### config.mk
export PLATFORM = sky130hd
export DESIGN_NAME = alu_cmd_sequencer
export DESIGN_NICKNAME = d
export VERILOG_FILES = /design/src/rtl/alu_cmd_sequencer.sv
export SDC_FILE = /design/constraint.sdc
export NUM_CORES = 1
export LEC_CHECK = 0
export ABC_CLOCK_PERIOD_IN_PS = 6300
export CAP_MARGIN = 20
export CORE_MARGIN = 3
export CORE_UTILIZATION = 51
export CTS_CLUSTER_SIZE = 16
export DETAILED_ROUTE_END_ITERATION = 16
export PLACE_DENSITY = 0.89
export SLEW_MARGIN = 10
export SYNTH_ARGS = -nofsm -noshare
export SYNTH_HDL_FRONTEND = slang
export SYNTH_SLANG_ARGS = --single-unit
### constraint.sdc
create_clock -name clk -period 6.3 [get_ports clk]
set_clock_uncertainty 0.1 [all_clocks]
set_input_delay 0.945 -clock clk [delete_from_list [all_inputs] [get_ports clk]]
set_output_delay 0.945 -clock clk [all_outputs]
set_load 0.01 [all_outputs]
### src/rtl/alu_cmd_sequencer.sv
// Command sequencer and checker for a registered ALU: issues one operation,
// waits the ALU latency, returns the captured result and keeps pass/fail stats.
module alu_cmd_sequencer #(
  parameter int NUMBITS = 8,
  parameter int ALU_LAT = 1,
  parameter int CNT_W   = 16
) (
  input  logic               clk,
  input  logic               reset,
  input  logic               cmd_valid,
  output logic               cmd_ready,
  input  logic [2:0]         cmd_opcode,
  input  logic [NUMBITS-1:0] cmd_a,
  input  logic [NUMBITS-1:0] cmd_b,
  input  logic               cmd_check,
  input  logic [NUMBITS-1:0] cmd_exp_result,
  input  logic [2:0]         cmd_exp_flags,
  input  logic [2:0]         cmd_flag_mask,
  output logic [NUMBITS-1:0] alu_a,
  output logic [NUMBITS-1:0] alu_b,
  output logic [2:0]         alu_opcode,
  input  logic [NUMBITS-1:0] alu_result,
  input  logic               alu_carryout,
  input  logic               alu_overflow,
  input  logic               alu_zero,
  output logic               rsp_valid,
  input  logic               rsp_ready,
  output logic [NUMBITS-1:0] rsp_result,
  output logic [2:0]         rsp_flags,
  output logic               rsp_mismatch,
  input  logic               clr_stats,
  output logic [CNT_W-1:0]   tests_total,
  output logic [CNT_W-1:0]   tests_failed
);

  typedef enum logic [1:0] {S_IDLE, S_WAIT, S_RESP} state_t;

  state_t             state_q, state_d;
  logic [3:0]         wait_q, wait_d;
  logic [NUMBITS-1:0] a_q, b_q, exp_res_q, rsp_res_q;
  logic [2:0]         op_q, exp_flags_q, mask_q, rsp_flags_q;
  logic               chk_q, rsp_mis_q;
  logic [CNT_W-1:0]   total_q, total_d, failed_q, failed_d;
  logic               accept, capture, rsp_hs;
  logic [2:0]         alu_flags;

  function automatic logic [CNT_W-1:0] sat_inc(input logic [CNT_W-1:0] v);
    return (&v) ? v : v + CNT_W'(1);
  endfunction

  function automatic logic is_mismatch(input logic               chk,
                                       input logic [NUMBITS-1:0] res,
                                       input logic [NUMBITS-1:0] exp_res,
                                       input logic [2:0]         flags,
                                       input logic [2:0]         exp_flags,
                                       input logic [2:0]         mask);
    return chk & ((res != exp_res) | (|((flags ^ exp_flags) & mask)));
  endfunction

  assign alu_flags = {alu_carryout, alu_overflow, alu_zero};
  assign accept    = (state_q == S_IDLE) && cmd_valid;
  assign capture   = (state_q == S_WAIT) && (wait_q == 4'd0);
  assign rsp_hs    = (state_q == S_RESP) && rsp_ready;

  always_comb begin
    state_d = state_q;
    wait_d  = wait_q;
    case (state_q)
      S_IDLE: if (cmd_valid) begin
        state_d = S_WAIT;
        wait_d  = 4'(ALU_LAT);
      end
      S_WAIT: if (wait_q == 4'd0) state_d = S_RESP;
              else                wait_d  = wait_q - 4'd1;
      S_RESP: if (rsp_ready) state_d = S_IDLE;
      default: state_d = S_IDLE;
    endcase
  end

  // Clear has priority over a counting handshake in the same cycle.
  always_comb begin
    total_d  = total_q;
    failed_d = failed_q;
    if (clr_stats) begin
      total_d  = '0;
      failed_d = '0;
    end else if (rsp_hs && chk_q) begin
      total_d = sat_inc(total_q);
      if (rsp_mis_q) failed_d = sat_inc(failed_q);
    end
  end

  always_ff @(posedge clk or negedge reset) begin
    if (!reset) begin
      state_q     <= S_IDLE;
      wait_q      <= '0;
      a_q         <= '0;
      b_q         <= '0;
      op_q        <= '0;
      chk_q       <= 1'b0;
      exp_res_q   <= '0;
      exp_flags_q <= '0;
      mask_q      <= '0;
      rsp_res_q   <= '0;
      rsp_flags_q <= '0;
      rsp_mis_q   <= 1'b0;
      total_q     <= '0;
      failed_q    <= '0;
    end else begin
      state_q  <= state_d;
      wait_q   <= wait_d;
      total_q  <= total_d;
      failed_q <= failed_d;
      if (accept) begin
        a_q         <= cmd_a;
        b_q         <= cmd_b;
        op_q        <= cmd_opcode;
        chk_q       <= cmd_check;
        exp_res_q   <= cmd_exp_result;
        exp_flags_q <= cmd_exp_flags;
        mask_q      <= cmd_flag_mask;
      end
      if (capture) begin
        rsp_res_q   <= alu_result;
        rsp_flags_q <= alu_flags;
        rsp_mis_q   <= is_mismatch(chk_q, alu_result, exp_res_q,
                                   alu_flags, exp_flags_q, mask_q);
      end
    end
  end

  // cmd_ready is held low while reset is asserted so every output reads 0.
  assign cmd_ready    = reset && (state_q == S_IDLE);
  assign rsp_valid    = (state_q == S_RESP);
  assign alu_a        = a_q;
  assign alu_b        = b_q;
  assign alu_opcode   = op_q;
  assign rsp_result   = rsp_res_q;
  assign rsp_flags    = rsp_flags_q;
  assign rsp_mismatch = rsp_mis_q;
  assign tests_total  = total_q;
  assign tests_failed = failed_q;

endmodule

==> results.ini <==
[run_status]
status=finished, final reports clean

[clock_network]
cts_max_level=3
ctsLongestPathBuffers=2
worst_skew_pair.late_latency_ns=0.35
cts_hold_buf=0
numCtsBuffers=9
cts_sinks=84
cts_root_buf=clkbuf_8
clk_pin_slew_ns=0.09
cts_setup_buffers=0
ctsResizeCount=0
cts_tree=done

[finish]
area_delta_synth_final_pct=36.5
filler_cell_count=512
nets=510
design_area_mm2=0.00540
antenna_cells=0
drive_gt1_frac=0.165

[setup_path]
critical_path_buf_inv_count=2
critPathMaxStageDelay_ns=0.56
cp_cell_sequence=buf_4, nor3b_1, clkdlybuf4s50_1
end_kind=output port
worstSetupStartpointType=input pin
cp.depth=3
slowest_stage=clkdlybuf4s50_1
crit_family=buffers and inverters
crit_type=input pin to output port
cp_max_fo=30
worstPathRequired_ns=5.25
worst_ep_arrival_time_ns=2.08
rr_worst_depth=6

[hold_path]
worstHoldPathType=input pin to async pin

[route]
dr.max_layer_used=met4
postRouteWirelength_mm=9.71
dr_wl_met3_um=920
vias=3220
postRouteAntennaNets=0
drtIter0Drc=142
wire_per_inst_um=17.4
vias_per_cell=5.76
drcViolationCount=0
wl_met2_mm=4.84
first_pass_iters=4
met1_length_mm=3.83

[timing]
finalSetupViolCount=0
fmax_mhz=320
fin_tns_setup_ns=0
slew_viol_final=0
relSlewSlack=0.493
finalCritPeriodShare=0.496
worst_pin_slew_ns=0.753
hold_viol_final=0
whs_ns=0.396
finalCriticalPeriod_ns=3.12
grt_setup_unrepaired=false

[yosys]
yosysTopAreaCell=dfrtp_1
synthFlopType=dfrtp_1
synthXorXnorAreaFrac=0.0310
synth_compound_area_frac=0.0923
synthDistinctLibCells=40
synth_fa_ha_area_frac=0.0126
synthTopCellsByArea=dfrtp_1 (53%), mux2_2 (14%), xor2_1 (3.1%), a21oi_1 (3.0%), or4_1 (3.0%)
syn_area_mm2=0.00396
synth_top_family_by_area=simple AND/OR/NAND/NOR gates
yosysMostFrequentCell=dfrtp_1
ys_async_sr_fraction=1.00
syn_nets=397
ys_warn_count=0
synthTopCellsByCount=dfrtp_1 (84), mux2_2 (49), a21oi_1 (24), or4_1 (16), nand2_1 (15)
synth_mux_area_frac=0.142
synth-edff-count=0
yosysSeqAreaShare=0.531
synth-simple-area-share=0.169
ys_ff_latch=84
synth_top_cell_area_share=0.531
avgSynthCellArea_um2=11.5
synth_cells=343

[global_route]
antenna_found_initial=0
grt_usage=0.230
grt_pass1_wl_mm=15.9
grt_pass1_vias=3357
overflow=0
grt_max_degree=57

[placement]
place_hpwl_mm=6.97
placed_cell_area_mm2=0.00519
place_congestion=0.847
port_buffers=114

[power]
ir_drop_mv=0.326
p_leak_nw=2.14
power_density_mw_per_mm2=359

[floorplan]
start_util=0.534
pin_count=115
coreArea_mm2=0.00741
die_area_mm2=0.00885
dieWidth_um=94.1
row_count=31
die_h_um=94.1

[flow_run]
maxCapViolCount=0

-- through the flow --
stage,util,instances,setup WS [ns],power (mW)
floorplan,-,343,3.89,1.18
global placement,0.701,544,3.17,1.49
detailed placement,0.701,544,3.11,1.54
CTS,0.729,559,3.14,1.96
global route,0.729,559,3.06,2.05
finish,0.729,559,3.18,1.94
-- area by class of cell --
cell class | count | area [um2] | share of cell area
clock buffers | 9 | 124 | 0.0229
clock inverters | 6 | 88.8 | 0.0164
inverters | 6 | 22.5 | 0.00417
multi-input cells | 237 | 1770 | 0.328
flip-flops and latches | 84 | 2100 | 0.389
well taps | 99 | 124 | 0.0229
repair buffers | 118 | 1170 | 0.216
-- final timing paths --
check                                 from          endpoint  slack [ns]
max                                  reset         cmd_ready        3.18
min                                  reset          alu_b[0]        0.40
max reg2reg                tests_failed[0]  tests_failed[14]        3.99
min reg2reg                  rsp_result[6]     rsp_result[6]        0.41
max in group asynchronous            reset  tests_failed[11]        4.65
min in group clk             rsp_result[6]     rsp_result[6]        0.41
-- registers in the layout (all words and copies together), names as in the netlist --
register and count:
tests_failed 16, alu_opcode 3, exp_res_q 8, state_q 2, exp_flags_q 3, wait_q 4, alu_b 8, tests_total 16
mask_q 3, rsp_mismatch 1, rsp_result 8, alu_a 8, rsp_flags 3, chk_q 1
-- where the power goes --
part           internal (mW)  switching [mW]  total [mW]
clock                  0.222           0.194       0.416
combinational          0.419           0.276       0.695
sequential             0.710           0.116       0.827
-- cell families after synthesis --
group,after synthesis
compound gates,58
xor+xnor,14
fa+ha+maj,4
buf+inv,22
flops,84
mux,50
simple gates,111
-- routing by layer --
layer	GRT usage	vias to the layer above
met3	0.0946	15
met4	0.0866	0
met5	0	-
met2	0.378	123
li1	-	1511
met1	0.269	1571
-- placed cells by master (no fill, tap or decap), drive strengths merged --
cell / instances
o21a: 1
o21ba: 2
buf: 5
clkbuf: 9
o21ai: 11
or4: 16
nand3b: 1
inv: 7
and3: 5
nor2: 13
o31a: 1
or3: 10
nor4: 7
mux2i: 1
a21o: 1
and2: 1
nand2b: 2
dfrtp: 84
a31oi: 1
o41ai: 2
o31ai: 14
nor3b: 4
clkinvlp: 2
or3b: 1
a21oi: 24
nand2: 15
and4: 2
clkinv: 1
nor3: 5
xor2: 14
nor4b: 1
nand3: 9
and4b: 1
a222oi: 1
nor2b: 4
bufinv: 2
ha: 4
clkdlybuf4s50: 113
nand4: 14
mux2: 49
No activity file was read; power rests on OpenSTA's default activity.
==> variant: new RTL, config.mk and constraints unchanged <==
Change the parameter `CNT_W` from 16 to 14.
--- a/src/rtl/alu_cmd_sequencer.sv
+++ b/src/rtl/alu_cmd_sequencer.sv
@@ -3,7 +3,7 @@
 module alu_cmd_sequencer #(
   parameter int NUMBITS = 8,
   parameter int ALU_LAT = 1,
-  parameter int CNT_W   = 16
+  parameter int CNT_W   = 14
 ) (
   input  logic               clk,
   input  logic               reset,
Interface: changed (resized tests_failed and tests_total); port bits go from 115 to 111. The function was not compared with the original's and may differ.
==> variant against the unedited design <==
  * Synthesized area down 4.9%
  * Critical path depth unchanged
  * Power down 3.5%
  * Worst setup slack worse by 0.12 ns
  * Design area down 4.7%
  * First-iteration DRC count up 26%
  * Sequential cell count down 4
  * Wire length down 5.3%
==> variant: results (changes against the unedited design) <==
The later-pin clock latency in the skew report came out at 0.35 ns (about the same). The clock-pin slew on the worst setup and hold paths is 0.07 ns (-0.02 ns). The number of diodes added for antenna fixing is 0 (unchanged).

The minimum setup slack after placement is 2.99 ns (-0.115 ns). The number of nets in the finished design was 481 (-5.7%). The sum of net half-perimeters after detailed placement is 6510 um (-6.7%).

The global-route wire length before repair came out at 15500 um (-2.0%). The detailed-route via count is 3104 (-3.6%). In the post-synthesis netlist, the biggest area contributors are dfrtp_1 53%, mux2_2 13%, xor2_1 3.3%, a21oi_1 2.7%, o31ai_1 2.4%.

The TritonCTS buffer count came to 9 (unchanged). The number of setup buffers added after CTS was 0 (unchanged). The total global-route track usage came out at 22.9% (-0.090 points). The initial antenna violation count is 0 (unchanged). The fraction of registers with async set or reset after synthesis came to 100% (unchanged). The worst vdd rail ir drop was 0.000258 V (-21%).

The total length of routed met2 wires is 4490 um (-7.3%). The root buffer cell chosen for the clock tree is clkbuf_8. The critical-path maximum fanout is 38 (+27%).

The part of the Yosys area used for sequential elements was 53.2% (+0.077 points). The static leakage power came to 2.08 nW (-2.6%). The number of warning messages in the yosys log came out at 0 (unchanged). The flow ran to the end, and the final reports show no timing, DRC or antenna violations. The number of cells upsized or downsized after cts is 0 (unchanged). The detailed-routed wire length on met3 came out at 822 um (-11%). The placed standard-cell area is 4930 um2 (-5.0%).

The actual slew at the worst max-slew pin is 1.02 ns (+0.264 ns). The share of layout cells above drive strength 1 is 16.4% (-0.087 points). The global placement routability congestion is 0.854 (+0.90%). The number of buffers on the longest clock path was 2 (unchanged). The highest layer touched by signal routing is met4. The number of I/O port buffers is 110 (-3.5%). The final wirelength is 9190 um (-5.3%). The arrival time at the worst endpoint came to 2.20 ns (+0.12 ns).

The number of filler cells placed in the layout is 485 (-5.3%). The total iterations of the first detailed-routing run came out at 4 (unchanged). The count of distinct cell types in the synthesized netlist came out at 51 (+28%). The commonest cells after synthesis are 80 x dfrtp_1, 45 x mux2_2, 20 x a21oi_1. The violation count after the first detailed-routing iteration is 179 (+26%). The min-delay analysis places its worst path in the category flip-flop to flip-flop. The sum of routed wire segments on met1 was 3660 um (-4.3%). The net count after synthesis came to 369 (-7.1%). The maximum number of pins on one net before global-route repair came to 45 (-21%). The number of H-tree levels is 3 (unchanged). The number of global-route vias before repair is 3172 (-5.5%).
[variant: cell type report]
class | instances | share of cell area [%]
multi-input combinational | 215 | 32.4
clock buffer | 13 | 3.09
clock inverter | 3 | 0.778
inverter | 8 | 0.584
timing repair buffer | 113 | 21.9
tap | 96 | 2.33
sequential | 80 | 38.9
[variant: critical path, stage by stage]
cell and delay, ns:
buf_4 0.40, nor3b_1 0.27, clkdlybuf4s50_1 0.57
[variant: per-layer routing]
metal	track usage [%]	up-vias
li1	-	1403
met1	27.7	1534
met2	38.2	146
met3	8.29	21
met4	7.18	0
met5	0	-
[variant: cells by family after synthesis]
logic type                 count (synthesis)  share of synthesized area [%]
AOI/OAI and AO/OA                         59                           9.94
and+or+nand+nor                           91                           15.6
buffers and inverters                     20                           2.66
xor gates and xnor gates                  14                           3.26
adders and majority gates                  4                           1.33
DFF                                       80                           53.2
muxes                                     47                           14.0
[variant: report_power, final]
| part | leakage (nW) | total, mW | switching (mW) | internal (mW) |
|---|---|---|---|---|
| Sequential | 1.01 | 0.792 | 0.108 | 0.684 |
| Clock | 0.103 | 0.387 | 0.183 | 0.204 |
| Combinational | 0.972 | 0.691 | 0.275 | 0.416 |
[variant: worst paths after layout]
kind / start / end / slack [ns] / cells past startpoint
hold / removal: rsp_flags[2]$_DFFE_PN0P_ / rsp_flags[2]$_DFFE_PN0P_ / 0.40 / 1
setup reg to reg: tests_total[0]$_DFFE_PN0P_ / tests_total[1]$_DFFE_PN0P_ / 3.78 / 5
min in group asynchronous: reset / tests_total[2]$_DFFE_PN0P_ / 0.45 / 1
setup / recovery: reset / cmd_ready / 3.06 / 3
hold reg to reg: rsp_flags[2]$_DFFE_PN0P_ / rsp_flags[2]$_DFFE_PN0P_ / 0.40 / 1
max in group asynchronous: reset / tests_total[11]$_DFFE_PN0P_ / 4.71 / 2
[variant: through the flow]
step | utilization, % | instances
after floorplan | - | 315
after global placement | 70.6 | 511
after detailed placement | 70.6 | 511
after CTS | 73.5 | 527
after global routing | 73.7 | 528
final | 73.7 | 528
